[src/rtl/fc_snapshot_reader.sv]
// Reads a consistent snapshot of the frequency-counter registers over a simple
// valid/ready bus, bracketing the counters with two epoch reads and retrying on change.
module fc_snapshot_reader #(
    parameter logic [31:0] BASE_ADDR = 32'h0300_0000,
    parameter int          TIMEOUT   = 255,
    parameter int          MAX_RETRY = 3
) (
    input  logic        clk,
    input  logic        reset,
    input  logic        start,
    output logic        busy,
    output logic        done,
    output logic        error,
    output logic [1:0]  err_code,
    output logic        iomem_valid,
    input  logic        iomem_ready,
    output logic [3:0]  iomem_wstrb,
    output logic [31:0] iomem_addr,
    output logic [31:0] iomem_wdata,
    input  logic [31:0] iomem_rdata,
    output logic [31:0] ref_sys_cnt,
    output logic [31:0] sig_cnt,
    output logic [31:0] sig_sys_cnt,
    output logic [31:0] epoch,
    output logic [1:0]  fsm_state
);

    localparam int TW = (TIMEOUT > 0) ? $clog2(TIMEOUT + 1) : 1;
    localparam int RW = (MAX_RETRY > 0) ? $clog2(MAX_RETRY + 1) : 1;

    typedef enum logic [1:0] {IDLE, REQ, GAP, CHECK} state_t;

    state_t        state;
    logic [2:0]    rd_idx;
    logic [TW-1:0] to_cnt;
    logic [RW-1:0] retries;
    logic [31:0]   sh_epoch_a;
    logic [31:0]   sh_epoch_b;
    logic [31:0]   sh_ref;
    logic [31:0]   sh_sig;
    logic [31:0]   sh_sig_sys;
    logic [7:0]    offset;

    assign busy        = (state != IDLE);
    assign fsm_state   = state;
    assign iomem_wstrb = 4'b0000;
    assign iomem_wdata = 32'h0;
    assign iomem_addr  = BASE_ADDR | {24'h0, offset};

    // The epoch register is read first and last so a rollover mid-sequence is detectable.
    always_comb begin
        offset = 8'h10;
        case (rd_idx)
            3'd1:    offset = 8'h04;
            3'd2:    offset = 8'h08;
            3'd3:    offset = 8'h0c;
            default: offset = 8'h10;
        endcase
    end

    always_ff @(posedge clk) begin
        if (reset) begin
            state       <= IDLE;
            rd_idx      <= 3'd0;
            to_cnt      <= '0;
            retries     <= '0;
            iomem_valid <= 1'b0;
            done        <= 1'b0;
            error       <= 1'b0;
            err_code    <= 2'b00;
            sh_epoch_a  <= 32'h0;
            sh_epoch_b  <= 32'h0;
            sh_ref      <= 32'h0;
            sh_sig      <= 32'h0;
            sh_sig_sys  <= 32'h0;
            ref_sys_cnt <= 32'h0;
            sig_cnt     <= 32'h0;
            sig_sys_cnt <= 32'h0;
            epoch       <= 32'h0;
        end else begin
            done  <= 1'b0;
            error <= 1'b0;
            case (state)
                IDLE: begin
                    if (start) begin
                        state       <= REQ;
                        iomem_valid <= 1'b1;
                        rd_idx      <= 3'd0;
                        retries     <= '0;
                        to_cnt      <= '0;
                    end
                end
                REQ: begin
                    if (iomem_ready) begin
                        iomem_valid <= 1'b0;
                        state       <= GAP;
                        case (rd_idx)
                            3'd0:    sh_epoch_a <= iomem_rdata;
                            3'd1:    sh_ref     <= iomem_rdata;
                            3'd2:    sh_sig     <= iomem_rdata;
                            3'd3:    sh_sig_sys <= iomem_rdata;
                            default: sh_epoch_b <= iomem_rdata;
                        endcase
                    end else if (to_cnt == TW'(TIMEOUT - 1)) begin
                        iomem_valid <= 1'b0;
                        error       <= 1'b1;
                        err_code    <= 2'b01;
                        state       <= IDLE;
                    end else begin
                        to_cnt <= to_cnt + 1'b1;
                    end
                end
                GAP: begin
                    if (rd_idx == 3'd4) begin
                        state <= CHECK;
                    end else begin
                        rd_idx      <= rd_idx + 3'd1;
                        iomem_valid <= 1'b1;
                        to_cnt      <= '0;
                        state       <= REQ;
                    end
                end
                CHECK: begin
                    if (sh_epoch_a == sh_epoch_b) begin
                        ref_sys_cnt <= sh_ref;
                        sig_cnt     <= sh_sig;
                        sig_sys_cnt <= sh_sig_sys;
                        epoch       <= sh_epoch_a;
                        done        <= 1'b1;
                        state       <= IDLE;
                    end else if (retries < RW'(MAX_RETRY)) begin
                        // The CHECK cycle itself serves as the gap before the retry read.
                        retries     <= retries + 1'b1;
                        rd_idx      <= 3'd0;
                        iomem_valid <= 1'b1;
                        to_cnt      <= '0;
                        state       <= REQ;
                    end else begin
                        error    <= 1'b1;
                        err_code <= 2'b10;
                        state    <= IDLE;
                    end
                end
                default: state <= IDLE;
            endcase
        end
    end

endmodule

[config.mk]
export PLATFORM = sky130hd
export DESIGN_NAME = fc_snapshot_reader
export DESIGN_NICKNAME = d
export VERILOG_FILES = /design/src/rtl/fc_snapshot_reader.sv
export SDC_FILE = /design/constraint.sdc
export NUM_CORES = 1
export LEC_CHECK = 0
export ABC_AREA = 1
export CAP_MARGIN = 15
export CORE_UTILIZATION = 54
export CTS_BUF_LIST = sky130_fd_sc_hd__clkbuf_4
export CTS_CLUSTER_SIZE = 8
export DETAILED_ROUTE_END_ITERATION = 12
export PLACE_DENSITY = 0.83
export SLEW_MARGIN = 40
export SYNTH_ARGS = -nofsm -noshare
export SYNTH_HDL_FRONTEND = slang
export SYNTH_SLANG_ARGS = --single-unit
[constraint.sdc]
create_clock -name clk -period 2.3 [get_ports clk]
set_input_delay 0.23 -clock clk [delete_from_list [all_inputs] [get_ports clk]]
set_output_delay 0.23 -clock clk [all_outputs]
set_load 0.01 [all_outputs]
Yosys cells after proc, flatten, opt, wreduce, memory -nomap -nowiden
Cells that the tools add are included.
{"block": "classes", "add_sub_neg": 3, "n_mul": 0, "n_div": 0, "n_lt_le_gt_ge": 1, "n_eq_ne": 18, "n_shift": 0, "muxes": 42, "n_bitwise": 2, "reduce_logical": 20}
{"operator": "$mux 8", "count": 6}
{"operator": "$eq 32x32->1", "count": 1}
{"operator": "$pmux 8 s4", "count": 1}
{"operator": "$mux 2", "count": 11}
{"operator": "$ne 2x2->1 const B", "count": 8}
{"operator": "$pmux 5 s3", "count": 1}
{"operator": "$reduce_and 3->1", "count": 5}
{"operator": "$reduce_and 5->1", "count": 3}
{"operator": "$mux 1", "count": 13}
{"operator": "$mux 3", "count": 4}
{"operator": "$pmux 3 s3", "count": 1}
{"operator": "$add 8x1->8 const B", "count": 1}
{"operator": "$eq 8x8->1 const B", "count": 1}
{"operator": "$pmux 2 s2", "count": 2}
{"operator": "$pmux 2 s4", "count": 1}
{"operator": "$eq 3x2->1 const B", "count": 2}
{"operator": "$reduce_and 6->1", "count": 1}
{"operator": "$reduce_bool 2->1", "count": 3}
{"operator": "$eq 2x2->1 const B", "count": 2}
{"operator": "$pmux 1 s4", "count": 1}
{"operator": "$reduce_and 2->1", "count": 2}
{"operator": "$reduce_and 4->1", "count": 1}
{"operator": "$reduce_or 4->1", "count": 1}
{"operator": "$add 3x1->3 const B", "count": 1}
{"operator": "other kinds (12)", "count": 13}
{"block": "word_totals", "register_bits": 308, "latch_bits": 0, "ramBits": 0, "romBits": 0, "input_bits": 36, "output_inout_bits": 204, "wordCells": 103, "memories": 0}

Logic depth before layout (Yosys ltp)
Gate-level depths: netlist of run 1.
{"block": "logic_depth", "word_depth": 4, "depth_mapped": 13, "ltp_nobuf": 12}

Worst setup path after synthesis of run 1
OpenSTA, ideal clock, no wires.
{"block": "synth_path", "path_type": "reg-to-reg", "start": "register rd_idx[2]", "end": "register sh_epoch_b[13]", "setup_ns": 0.128, "arrival_ns": 1.933, "t_required_ns": 2.172, "setup_slack_ns": 0.239, "stages_incl_launch_ff": 10, "n_path_buf": 2, "period_less_slack_ns": 2.061, "cell_sequence": "dfxtp_1 inv_1 ha_1 clkbuf_1 o21bai_1 a21oi_1 nand3_2 clkbuf_1 o21ai_0 a21oi_1"}
{"block": "synth_between", "elab_chain_cells": 4, "word_cells_on_any_way": 7, "cone_classes": "eq/ne: 3; bitwise: 1; reduce/logical: 3"}
{"element": "start, declared", "line_no": "34", "text": "logic [2:0] rd_idx;"}
{"element": "start signal, assigned", "line_no": "117", "text": "rd_idx <= rd_idx + 3'd1;"}
{"element": "$eq 3x2->1 (tied with other cells)", "line_no": "97", "text": "case (rd_idx)"}
{"element": "$reduce_or 4->1 (no line) *"}
{"element": "$not 1->1 (no line) *"}
{"element": "$reduce_and 3->1 (no line) *"}
{"element": "end signal, assigned", "line_no": "102", "text": "default: sh_epoch_b <= iomem_rdata;"}
{"element": "end, declared", "line_no": "38", "text": "logic [31:0] sh_epoch_b;"}
Mark *: on every way between the ends. The rest lies on a longest branch, timed or not.
A chain may end at the register's enable or synchronous reset.

Worst setup path after layout of run 1
{"block": "layout_path", "start": "register rd_idx[0]", "end": "output port iomem_addr[3]"}
{"block": "layout_between", "elab_chain_cells": 2, "word_cells_on_any_way": 4, "cone_classes": "eq/ne: 3; mux: 1"}
{"element": "$eq 3x2->1 or $eq 3x1->1 (tied branches)", "line_no": "53", "text": "case (rd_idx)"}
{"element": "$pmux 5 s3 *", "line_no": "53"}
{"element": "end, declared", "line_no": "18", "text": "output logic [31:0] iomem_addr,"}
Marks and branches as above.

==> impl_metrics.env, run 1 <==
export IMPL_status="finished, final reports clean"
export IMPL_synthesis_area_sq_um=12300
export IMPL_cp_common_cell="inv_1"
export IMPL_dieArea_sq_um=23400
export IMPL_required_ns=2.07
export IMPL_hold_path_class="in2reg"
export IMPL_cts_tree="yes"
export IMPL_place_detailed_hpwl_um=21000
export IMPL_synth_warnings=0
export IMPL_gr_total_overflow=0
export IMPL_synth_area_leaders="dfxtp_1 50%, o21ai_0 8.4%, a21oi_1 8.1%"
export IMPL_synth_avg_cell_area_sq_um=7.84
export IMPL_clock_skew_ns=0.109
export IMPL_antenna_found_initial=1
export IMPL_yosys_area_top_type="dfxtp_1"
export IMPL_final_common_cell="dfxtp_1"
export IMPL_vias=10800
export IMPL_synth_cell_type_count=32
export IMPL_endpoint_kind="output pin"
export IMPL_ctsLongestPathBuffers=3
export IMPL_cts_num_sinks=308
export IMPL_drt_first_pass_iters=6
export IMPL_hold_violations=0
export IMPL_die_height_um=153
export IMPL_power_density_nw_per_um2=727
export IMPL_wl_per_cell_um=15.6
export IMPL_numCtsBuffers=79
export IMPL_ios=240
export IMPL_grt_total_usage_pct=27.5
export IMPL_critPathTopFamily="buffers and inverters"
export IMPL_worstPathArrival_ns=1.91
export IMPL_clock_latency_ns=0.76
export IMPL_port_buffers=174
export IMPL_avgViaCountPerCell=5.22
export IMPL_worst_r2r_endpoint="sig_sys_cnt[27]"
export IMPL_cap_violations=0
export IMPL_cts_clk_slew_worst_paths_ns=0.07
export IMPL_rsz0062_at_grt="no"
export IMPL_drive_gt1_share_pct=9.16
export IMPL_synth_yosys_seq_area_share_pct=50.2
export IMPL_finalCritPeriodShare_pct=93.2
export IMPL_final_cell_mix="307 x dfxtp_1, 238 x nor2_1, 207 x o21ai_0, 199 x a21oi_1, 171 x clkdlybuf4s50_1"
export IMPL_grt_pass1_wl_um=50900
export IMPL_post_route_min_period_ns=2.14
export IMPL_routed_wl_um=32400
export IMPL_worst_r2r_setup_slack_ns=0.23
export IMPL_hold_start="iomem_rdata[8]"
export IMPL_timing_critical_path_buf_inv=3
export IMPL_slew_headroom_pct=59.5
export IMPL_syn_inst=1567
export IMPL_core_sq_um=22100
export IMPL_holdPathEnd="sh_ref[8]"
export IMPL_leakagePower_nw=5.78
export IMPL_critPathMaxFanout=5
export IMPL_clockRootBuffer="clkbuf_4"
export IMPL_cp_slowest_cell="dfxtp_1"
export IMPL_htree_levels=3
export IMPL_fmax_mhz=467
export IMPL_die_w_um=153
export IMPL_fin_nets=1788
export IMPL_initial_core_util_pct=55.6
export IMPL_drcViolationCount=0
export IMPL_fin_tns_setup_ns=0
export IMPL_std_cell_rows=54
export IMPL_criticalPathCategory="reg2out"
export IMPL_area_growth_pct=20.3
export IMPL_ys_seq_elements=308
export IMPL_first_iter_violations=1061
export IMPL_grt_pass1_vias=10000
export IMPL_antenna_left=0
export IMPL_ir_drop_v=0.000425
export IMPL_whs_ns=0.300
export IMPL_worstHoldPathCells=3
export IMPL_tightest_slew_ns=0.605
export IMPL_worstRegToRegCells=9
export IMPL_gp_congestion=0.876
export IMPL_synth_top_cell_area_share_pct=50.2
export IMPL_worstPathCellList="inv_1 > ha_1 > inv_1 > o21bai_1 > dlygate4sd2_1"
export IMPL_critPathLaunchType="flip-flop"
export IMPL_r2r_start="sh_epoch_a[27]"
export IMPL_slowest_delay_ns=0.34
export IMPL_setup_violations=0
export IMPL_slew_violations=0
export IMPL_grt_max_degree=137
layer usage:
layer / vias to the layer above / share of wire, % / global-route usage (%) / routed length (um)
met2: 513 / 45 / 41.6 / 14500
met3: 76 / 11 / 7.09 / 3610
met1: 4938 / 40 / 36.3 / 13100
met5: - / 0 / 0 / 0
li1: 5300 / - / - / -
met4: 0 / 3.7 / 14.1 / 1200
worst min-delay path: cells and delay by family:
kind / cells / cell delay [ns]
buf+inv: 1 / 0.57
simple gates: 2 / 0.21
power breakdown:
part           leakage [nW]  switching [mW]  internal (mW)
sequential             2.49          0.0547           5.40
combinational          2.72           0.479          0.229
clock                 0.568            2.18           2.40
total                  5.78            2.71           8.03
sequential cells by signal, indices dropped and copies added, names as in the netlist, 3 cells and up:
name	cells
sh_epoch_a	32
sh_sig	32
rd_idx	3
sh_sig_sys	32
epoch	32
ref_sys_cnt	32
to_cnt	8
sh_ref	32
sig_sys_cnt	32
sh_epoch_b	32
sig_cnt	32
how the worst max path moves through the flow:
stage	end	start	cells past startpoint
4_1_cts	iomem_addr[4]	rd_idx[0]	5
6_report	iomem_addr[3]	rd_idx[0]	5
3_3_place_gp	iomem_addr[4]	rd_idx[2]	5
5_1_grt	iomem_addr[3]	rd_idx[0]	5
3_5_place_dp	sh_epoch_b[28]	rd_idx[2]	8
2_1_floorplan	sh_epoch_b[13]	rd_idx[2]	9
logic make-up (layout without fill, tap and decap cells):
group	Yosys count	after routing	share of synthesized area (%)
AO/OA/AOI/OAI	462	462	18.9
XOR/XNOR	25	25	1.78
adder cells (fa/ha/maj)	8	8	0.815
buffers and inverters	340	501	13.9
flip-flops	308	308	50.2
other	2	67	0.0611
AND/OR/NAND/NOR	422	422	14.4
synth_stat cells, drive strengths merged:
master    n
nor3b     1
nor2    245
nand3    44
buf     107
a21oi   200
o21bai    1
nand4     9
o22ai     1
dfxtp   308
o21ai   258
conb      2
clkbuf   56
nand2   117
ha        8
or2       2
a31oi     2
xor2      3
inv     177
xnor2    22
nor3      3
and3      1
timing repair:
| action | in CTS | in global routing |
|---|---|---|
| setup buffers | 0 | 1 |
| resized for setup | 4 | 2 |
| endpoints found under the hold margin | 36 | 0 |
| hold buffers | 1 | 0 |
| endpoints found under the setup margin | 2 | 1 |
area by class of cell:
type,count,area (sq um)
diodes,2,5.00
clock buffers,108,811
clock inverters,20,154
fillers,1844,7310
inverters,177,669
multi-input cells,982,4650
flip-flops and latches,308,6170
well taps,280,350
repair buffers,196,1970
stage by stage:
step,util (%),power [mW],cell area (sq um),std cells,setup WS (ns)
after floorplan,-,6.06,12500,1630,0.239
after global placement,62.4,6.25,13800,1941,0.333
after detailed placement,62.4,6.26,13800,1941,0.245
after CTS,66.9,10.8,14800,2070,0.00478
after global routing,66.9,11.2,14800,2073,0.0533
final,66.9,10.7,14800,2073,0.157
(Power assumes the default switching activity.)
==> run 2: changes to the inputs <==
- SKIP_LAST_GASP: not set -> 1
==> results of run 2 <==
Final layout, timing and power as in run 1 (identical DEF).
